<file path="config.mk">
export PLATFORM = sky130hd
export DESIGN_NAME = m_ifetch_ireg_flat
export DESIGN_NICKNAME = d
export VERILOG_FILES = /design/src/rtl/m_ifetch_ireg_pkg.sv /design/src/rtl/m_ifetch_ireg_if.sv /design/src/rtl/m_ifetch_ireg_wdog.sv /design/src/rtl/m_ifetch_ireg.sv /design/src/flat_wrapper.sv
export SDC_FILE = /design/constraint.sdc
export NUM_CORES = 1
export LEC_CHECK = 0
export ABC_AREA = 1
export CELL_PAD_IN_SITES_DETAIL_PLACEMENT = 1
export CELL_PAD_IN_SITES_GLOBAL_PLACEMENT = 1
export CORE_AREA = 3 3 140 142
export DETAILED_ROUTE_END_ITERATION = 7
export DIE_AREA = 0 0 143 145
export GPL_TIMING_DRIVEN = 1
export PLACE_DENSITY = 0.69
export REMOVE_ABC_BUFFERS = 1
export SETUP_SLACK_MARGIN = 0.5
export SYNTH_ARGS = -nofsm -noshare
export SYNTH_HDL_FRONTEND = slang
export SYNTH_SLANG_ARGS = --single-unit
</file>
<file path="constraint.sdc">
create_clock -name CLK_I -period 6.6 [get_ports CLK_I]
set_clock_uncertainty 0.1 [all_clocks]
set_input_delay 1.32 -clock CLK_I [delete_from_list [all_inputs] [get_ports CLK_I]]
set_output_delay 1.32 -clock CLK_I [all_outputs]
set_load 0.01 [all_outputs]
</file>
<file path="src/rtl/m_ifetch_ireg_pkg.sv">
// m_ifetch_ireg_pkg: shared midgetv constants for the fetch / instruction-register stage.
package m_ifetch_ireg_pkg;
   typedef enum logic [1:0] {BOOT, IDLE, BUS} state_t;
   localparam logic [31:0] NOP_INSTR = 32'h00000013;
   localparam logic [3:0] MCAUSE_INSTR_ACCESS_FAULT = 4'd1;
endpackage

</file>
<file path="src/rtl/m_ifetch_ireg_if.sv">
// m_ifetch_ireg_if: Wishbone classic read-only bus between the fetch stage and instruction memory.
interface m_ifetch_ireg_if;
   logic CYC_O;
   logic STB_O;
   logic [29:0] ADR_O;
   logic [31:0] DAT_I;
   logic ACK_I;
   logic ERR_I;
   modport master(output CYC_O, STB_O, ADR_O, input DAT_I, ACK_I, ERR_I);
   modport slave(input CYC_O, STB_O, ADR_O, output DAT_I, ACK_I, ERR_I);
endinterface

</file>
<file path="src/rtl/m_ifetch_ireg_wdog.sv">
// m_ifetch_wdog: bus-cycle watchdog; expired flags the last allowed cycle, TIMEOUT=0 disables it.
module m_ifetch_wdog #(
   parameter int TIMEOUT = 16
) (
   input  logic clk,
   input  logic rst,
   input  logic clear,
   input  logic enable,
   output logic expired
);
   logic [7:0] cnt;
   always_ff @(posedge clk or posedge rst)
      if (rst) cnt <= '0;
      else if (clear) cnt <= '0;
      else if (enable && cnt != 8'hff) cnt <= cnt + 8'd1;
   assign expired = (TIMEOUT != 0) && (cnt == 8'(TIMEOUT - 1));
endmodule

</file>
<file path="src/rtl/m_ifetch_ireg.sv">
// m_ifetch_ireg: midgetv instruction fetch over Wishbone classic, holding INSTR for the decoder.
module m_ifetch_ireg
   import m_ifetch_ireg_pkg::*;
#(
   parameter logic [31:0] RESET_PC = 32'h00000000,
   parameter int BOOT_DELAY = 2,
   parameter int TIMEOUT = 16
) (
   input  logic CLK_I,
   input  logic RST_I,
   input  logic fetch_req,
   input  logic [29:0] fetch_pc,
   output logic fetch_ready,
   m_ifetch_ireg_if.master wb,
   output logic [31:0] INSTR,
   output logic instr_valid,
   output logic corerunning,
   output logic fetch_fault,
   output logic fault_timeout,
   output logic [29:0] fault_adr
);
   state_t state;
   logic [3:0] bootcnt;
   logic expired;
   m_ifetch_wdog #(.TIMEOUT(TIMEOUT)) u_wdog (
      .clk(CLK_I),
      .rst(RST_I),
      .clear(state != BUS),
      .enable(state == BUS),
      .expired(expired)
   );
   assign fetch_ready = state == IDLE;
   assign wb.STB_O = wb.CYC_O;
   always_ff @(posedge CLK_I or posedge RST_I)
      if (RST_I) begin
         state <= BOOT;
         bootcnt <= 4'(BOOT_DELAY);
         wb.CYC_O <= 1'b0;
         wb.ADR_O <= RESET_PC[31:2];
         INSTR <= NOP_INSTR;
         instr_valid <= 1'b0;
         corerunning <= 1'b0;
         fetch_fault <= 1'b0;
         fault_timeout <= 1'b0;
         fault_adr <= '0;
      end else begin
         case (state)
            BOOT: begin
               bootcnt <= bootcnt - 4'd1;
               if (bootcnt == 4'd1) begin
                  corerunning <= 1'b1;
                  wb.CYC_O <= 1'b1;
                  state <= BUS;
               end
            end
            IDLE: if (fetch_req) begin
               wb.ADR_O <= fetch_pc;
               wb.CYC_O <= 1'b1;
               instr_valid <= 1'b0;
               fetch_fault <= 1'b0;
               fault_timeout <= 1'b0;
               state <= BUS;
            end
            BUS: begin
               // ERR_I outranks ACK_I, and a real ACK outranks the watchdog
               if (wb.ERR_I || (!wb.ACK_I && expired)) begin
                  wb.CYC_O <= 1'b0;
                  fetch_fault <= 1'b1;
                  fault_timeout <= !wb.ERR_I;
                  fault_adr <= wb.ADR_O;
                  state <= IDLE;
               end else if (wb.ACK_I) begin
                  INSTR <= wb.DAT_I;
                  instr_valid <= 1'b1;
                  wb.CYC_O <= 1'b0;
                  state <= IDLE;
               end
            end
            default: state <= BOOT;
         endcase
      end
endmodule

</file>
<file path="src/flat_wrapper.sv">
// flat-port wrapper written by rule: the top's interface ports become plain ports
module m_ifetch_ireg_flat import m_ifetch_ireg_pkg::*;
#(
   parameter logic [31:0] RESET_PC = 32'h00000000,
   parameter int BOOT_DELAY = 2,
   parameter int TIMEOUT = 16
)
  (CLK_I, RST_I, fetch_req, fetch_pc, fetch_ready, INSTR, instr_valid, corerunning, fetch_fault, fault_timeout, fault_adr, wb_CYC_O, wb_STB_O, wb_ADR_O, wb_DAT_I, wb_ACK_I, wb_ERR_I);
  m_ifetch_ireg_if wb_i ();
  input  logic CLK_I;
  input  logic RST_I;
  input  logic fetch_req;
  input  logic [29:0] fetch_pc;
  output logic fetch_ready;
  output logic [31:0] INSTR;
  output logic instr_valid;
  output logic corerunning;
  output logic fetch_fault;
  output logic fault_timeout;
  output logic [29:0] fault_adr;
  output wire logic [$bits(wb_i.CYC_O)-1:0] wb_CYC_O;
  output wire logic [$bits(wb_i.STB_O)-1:0] wb_STB_O;
  output wire logic [$bits(wb_i.ADR_O)-1:0] wb_ADR_O;
  input wire logic [$bits(wb_i.DAT_I)-1:0] wb_DAT_I;
  input wire logic [$bits(wb_i.ACK_I)-1:0] wb_ACK_I;
  input wire logic [$bits(wb_i.ERR_I)-1:0] wb_ERR_I;
  assign wb_CYC_O = wb_i.CYC_O;
  assign wb_STB_O = wb_i.STB_O;
  assign wb_ADR_O = wb_i.ADR_O;
  assign wb_i.DAT_I = wb_DAT_I;
  assign wb_i.ACK_I = wb_ACK_I;
  assign wb_i.ERR_I = wb_ERR_I;
  m_ifetch_ireg #(.RESET_PC(RESET_PC), .BOOT_DELAY(BOOT_DELAY), .TIMEOUT(TIMEOUT)) u_core (.CLK_I(CLK_I), .RST_I(RST_I), .fetch_req(fetch_req), .fetch_pc(fetch_pc), .fetch_ready(fetch_ready), .wb(wb_i), .INSTR(INSTR), .instr_valid(instr_valid), .corerunning(corerunning), .fetch_fault(fetch_fault), .fault_timeout(fault_timeout), .fault_adr(fault_adr));
endmodule
</file>
# Word level (Yosys, flattened, before mapping)
# Cells that the tools add are included.
# Widths: inputs -> output; s select.
[classes] addsub=2 n_eq_ne=12 mux=20 bitwise_logic=1 n_reduce_logical=17
[op_table] operator="$mux 8" count=2
[op_table] operator="$mux 1" count=9
[op_table] operator="$reduce_and 3->1" count=3
[op_table] operator="$add 8x1->8 const B" count=1
[op_table] operator="$eq 8x4->1 const B" count=1
[op_table] operator="$mux 2" count=4
[op_table] operator="$ne 2x2->1 const B" count=4
[op_table] operator="$ne 8x8->1 const B" count=1
[op_table] operator="$reduce_and 4->1" count=2
[op_table] operator="$pmux 1 s2" count=3
[op_table] operator="$pmux 2 s3" count=1
[op_table] operator="$reduce_and 2->1" count=3
[op_table] operator="$eq 4x1->1 const B" count=1
[op_table] operator="$ne 2x1->1 const B" count=2
[op_table] operator="$reduce_bool 2->1" count=2
[op_table] operator="$sub 4x1->4 const B" count=1
[op_table] operator="$ne 3x2->1 const B" count=1
[op_table] operator="$pmux 1 s3" count=1
[op_table] operator="$reduce_bool 3->1" count=1
[op_table] operator="$eq 2x1->1 const B" count=1
[op_table] operator="$eq 2x2->1 const B" count=1
[op_table] operator="$logic_and 1x1->1" count=2
[op_table] operator="$logic_not 1->1" count=2
[op_table] operator="$logic_not 2->1" count=1
[op_table] operator="other kinds (2)" count=2
[totals] regBits=111

# Longest topological paths before layout
[depth] ltp_word=5 mapped_depth=10 depth_no_buf=9

# By module
# A second synthesis with hierarchy kept.
[unflattened] cells_unflattened=436 hier_area_um2=4748.3
[modules_own_cells] module="m_ifetch_ireg" instances=1 cells_per_inst=367 area_per_inst_um2=4250.3
[modules_own_cells] module="m_ifetch_wdog" instances=1 cells_per_inst=69 area_per_inst_um2=498.0

# Least setup slack after synthesis
# OpenSTA, ideal clock, no wires.
[synth_timing] kind="input -> register" from="in wb_ACK_I" to="reg u_core.fault_adr[18]" setup_time_ns=0.117 arrival_ns=2.091 required_time_ns=6.383 slack_ns=4.292 stages=10 n_path_buf=2 cell_sequence="buf_6 -> inv_2 -> nand2_1 -> nor2_2 -> nand2_2 -> nand2_4 -> nand2_2 -> buf_2 -> nand2_1 -> nand2_1"
[synth_via] elab_chain_cells=4
[synth_rtl] item="start: declaration" line_no="flat_wrapper.sv:25" rtl="input wire logic [$bits(wb_i.ACK_I)-1:0] wb_ACK_I;"
[synth_rtl] item="$logic_not 1->1" line_no="m_ifetch_ireg.sv:66" rtl="if (wb.ERR_I || (!wb.ACK_I && expired)) begin"
[synth_rtl] item="$logic_and 1x1->1" line_no="m_ifetch_ireg.sv:66"
[synth_rtl] item="$logic_or 1x1->1" line_no="m_ifetch_ireg.sv:66"
[synth_rtl] item="$reduce_and 2->1 (no source line)"
[synth_rtl] item="end signal: assignment" line_no="m_ifetch_ireg.sv:70" rtl="fault_adr <= wb.ADR_O;"
[synth_rtl] item="end: declaration" line_no="m_ifetch_ireg.sv:20" rtl="output logic [29:0] fault_adr"
# No other way between the ends.
# A chain may end at the register's enable or synchronous reset.

# Worst setup path after layout
[layout_timing] from="in wb_ERR_I" to="reg u_core.INSTR[10]"
[layout_via] elab_chain_cells=3
[layout_rtl] item="start: declaration" line_no="flat_wrapper.sv:26" rtl="input wire logic [$bits(wb_i.ERR_I)-1:0] wb_ERR_I;"
[layout_rtl] item="$logic_or 1x1->1" line_no="m_ifetch_ireg.sv:66"
[layout_rtl] item="$not 1->1 (no source line)"
[layout_rtl] item="$reduce_and 3->1 (no source line)"
[layout_rtl] item="end signal: assignment" line_no="m_ifetch_ireg.sv:73" rtl="INSTR <= wb.DAT_I;"
[layout_rtl] item="end: declaration" line_no="m_ifetch_ireg.sv:15" rtl="output logic [31:0] INSTR,"
# No other way between the ends.

==> implementation parameters <==
Parameter                              Value

CTS
  Clock slew at the register clock pins of the worst setup and hold paths    0.07 ns
  Buffer type at the clock tree root    sky130_fd_sc_hd__clkbuf_16
  Clock Sink Count    111
  Maximum level of the CTS H-tree    3
  CTS tree    yes
  Max clock buf depth    2
  Setup Buffers After CTS    0
  Worst-Skew Late Latency    0.35 ns
  Num CTS Buffers    9
  Hold buffers post-CTS    0
  Resized cells post-CTS    0

Worst hold path
  Depth of the worst hold-timing path    2
  Hold/Removal Path Class    reg2reg
  Hold wc startpoint    u_core.INSTR[0]$_DFFE_PP1P_
  Hold Path Sink    u_core.INSTR[0]$_DFFE_PP1P_

Yosys
  Sequential area share after synthesis    60.3%
  Fraction of synthesized cell area in xor and xnor cells    0.570%
  Count of flip-flops with a built-in enable after synthesis    0
  Yosys Warn Count    0
  Compound-cell area share of the yosys netlist    1.95%
  Area share of the leading cell type in the synthesized netlist    58.0%
  Commonest cells post-synth    238 x sky130_fd_sc_hd__nand2_1, 107 x sky130_fd_sc_hd__dfrtp_1, 61 x sky130_fd_sc_hd__nand3_1, 18 x sky130_fd_sc_hd__buf_2, 18 x sky130_fd_sc_hd__inv_1
  Post-synthesis cell type count    29
  Post-synthesis register bit count    111
  Synthesized area divided by synthesized cell count    8.99 µm²
  Most instantiated library cell after synthesis    sky130_fd_sc_hd__nand2_1
  Main synth FF type    sky130_fd_sc_hd__dfrtp_1
  Number of instances in the synthesized netlist    513
  Cell type with the highest aggregate area in the netlist    sky130_fd_sc_hd__dfrtp_1
  Dominant combinational cell family by area after synthesis    simple AND/OR/NAND/NOR gates
  Post-synthesis share of cell area spent on full adders, half adders and majority gates    0.814%
  Ys async rst share    100%
  Netlist area before placement    0.00461 mm²
  Mux cell area share after synthesis    0%
  Synthesized-area fraction occupied by and/or/nand/nor cells    30.9%
  Top cells by area, synth    sky130_fd_sc_hd__dfrtp_1 58%, sky130_fd_sc_hd__nand2_1 19%, sky130_fd_sc_hd__nand3_1 6.6%

Setup path
  R2r setup slk    3.95 ns
  Category of the critical setup timing path    in2reg
  CP startpoint    wb_ERR_I
  Data required time of the worst path    6.74 ns
  Critical Path End Type    register
  Depth of the worst register-to-register path    6
  Crit start category    input port
  Origin of the critical flop-to-flop path    u_core.state[0]$_DFFE_PP0P_
  Worst r2r dst    u_core.INSTR[10]$_DFFE_PP0P_
  CP arrival    3.71 ns
  Maximum fanout encountered on the critical timing path    34

Timing
  Highest clock frequency the design can meet    0.280 GHz
  Shortest period the worst path allows    3.57 ns
  Total Neg Setup Slack    0 ns
  Slew at the pin closest to its max-slew limit    1.10 ns
  Setup violators final    0
  Final-report hold violation count    0
  Setup repair after global routing missed its margin    no
  Tcrit/Tclk final    54.1%
  Pins over their slew limit    0
  Max-Slew Margin vs Limit    26.4%

Power and ir drop
  Pwr/cell area    454 mW/mm²
  Pleak    3.22 nW
  Peak supply drop    149 µV
  Total Power Consumption    3.05 mW

Finish
  End-of-flow core utilization    36.1%
  Growth of design area from synthesis to finish    45.3%
  Total number of nets in the final design    735
  Count of placed standard cells in the final layout, fillers left out    904
  Diodes inserted    0
  Fraction of layout instances using a drive strength above 1    6.72%

Routing
  DR vias/cell    4.45
  Total Wirelength    14,000 µm
  DRC violation count after routing    0
  Routed wirelength normalized by instance count    15.5 µm
  Violation count after the first detailed-routing iteration    141
  Number of nets with antenna violations after detailed routing    0
  Number of search-and-repair iterations in the first detailed-routing pass    4
  Vias post-DR    4,025

Floorplan
  Site row count    50
  Height of the die    145 µm
  IO Pins    166
  Area of the die    0.0207 mm²
  X dimension of the die    143 µm
  Floorplan Core Area    0.0186 mm²
  Initial Utilization    24.8%

Global route
  Global Route met1 Usage    16.4%
  Wire length of the first global-routing pass    22,800 µm
  Number of global-route vias before repair    4,440
  Pin count of the biggest net entering global routing    71
  GRT Total Usage    13.7%
  Initial antenna violation count    0
  Layer carrying the most global-route usage    met2
  Met3 track demand over resource    4.94%
  Routing usage on met2    23.0%
  Overflow left after global routing    0

Place
  Port Buffers    165
  DP Wirelength    10,000 µm
  Final estimated routing congestion in global placement    0.770
  Number of placed instances with taps included    888

Job
  Total of max-cap violations    0

Run status
  Result of the run    finished, final reports clean
metal layers:
| layer | vias to the layer above | wire, µm |
|---|---|---|
| li1 | 1917 | - |
| met1 | 1948 | 5750 |
| met2 | 146 | 6820 |
| met3 | 14 | 1270 |
| met4 | 0 | 204 |
| met5 | - | 0 |
final cells by class:
class / count / area [µm²]
Clock buffer: 14 / 274
Tap cell: 234 / 293
Clock inverter: 2 / 13.8
Sequential cell: 111 / 2780
Multi-Input combinational cell: 353 / 1580
Timing Repair Buffer: 168 / 1670
Fill cell: 2128 / 11900
Inverter: 22 / 85.1
power by group:
part	switching (mW)	total, mW	leakage [nW]	internal, mW
registers	0.219	1.21	1.40	0.993
logic	0.635	1.30	1.68	0.667
clock network	0.244	0.533	0.143	0.289
through the flow:
step | cell area [µm²] | setup slack, ns | hold WS, ns
final | 6700 | 3.03 | 0.371
after global routing | 6700 | 2.81 | 0.395
after CTS | 6700 | 3.07 | 0.372
after detailed placement | 6420 | 2.72 | 0.358
after global placement | 6420 | 2.86 | 0.355
after floorplan | 4450 | 2.26 | 0.367
logic make-up (layout without fill, tap and decap cells):
kind of cell / count (synthesis) / after routing
AND/OR/NAND/NOR: 331 / 331
flip-flops: 111 / 111
buffers and inverters: 49 / 206
AO/OA/AOI/OAI: 16 / 16
adder cells (fa/ha/maj): 3 / 3
XOR/XNOR: 3 / 3
cell usage in the layout (no fill, tap or decap), drive strengths merged, types with 4 or more instances in the layout:
| master | synthesis | layout |
|---|---|---|
| nand4 | 4 | 4 |
| nand2 | 242 | 242 |
| clkdlybuf4s50 | 0 | 165 |
| dfrtp | 107 | 107 |
| clkbuf | 4 | 14 |
| o21ai | 8 | 8 |
| a31oi | 4 | 4 |
| nand3 | 71 | 71 |
| nor2 | 9 | 9 |
| inv | 22 | 23 |
| dfstp | 4 | 4 |
critical path: stages:
cell and delay, ns:
sky130_fd_sc_hd__clkdlybuf4s50_1 0.48, sky130_fd_sc_hd__nor2_4 0.63, sky130_fd_sc_hd__nand2_1 0.88, sky130_fd_sc_hd__nand2_1 0.30
sky130_fd_sc_hd__nand2_1 0.07
sequential cells by signal, indices dropped and copies added, names as in the netlist, 2 cells and up:
| register | count |
|---|---|
| u_core.INSTR | 32 |
| u_core.fault_adr | 30 |
| u_core.wb.ADR_O | 30 |
| u_core.u_wdog.cnt | 8 |
| u_core.bootcnt | 4 |
| u_core.state | 2 |
how the worst max path moves through the flow:
stage                                         to  slack [ns]  cells past startpoint
floorplan           u_core.INSTR[10]$_DFFE_PP0P_        2.26                      1
global placement     u_core.INSTR[3]$_DFFE_PP0P_        2.86                      5
detailed placement   u_core.INSTR[8]$_DFFE_PP0P_        2.72                      5
CTS                  u_core.INSTR[8]$_DFFE_PP0P_        3.07                      5
global route        u_core.INSTR[10]$_DFFE_PP0P_        2.81                      5
finish              u_core.INSTR[10]$_DFFE_PP0P_        3.03                      5
No activity file was read; power rests on OpenSTA's default activity.
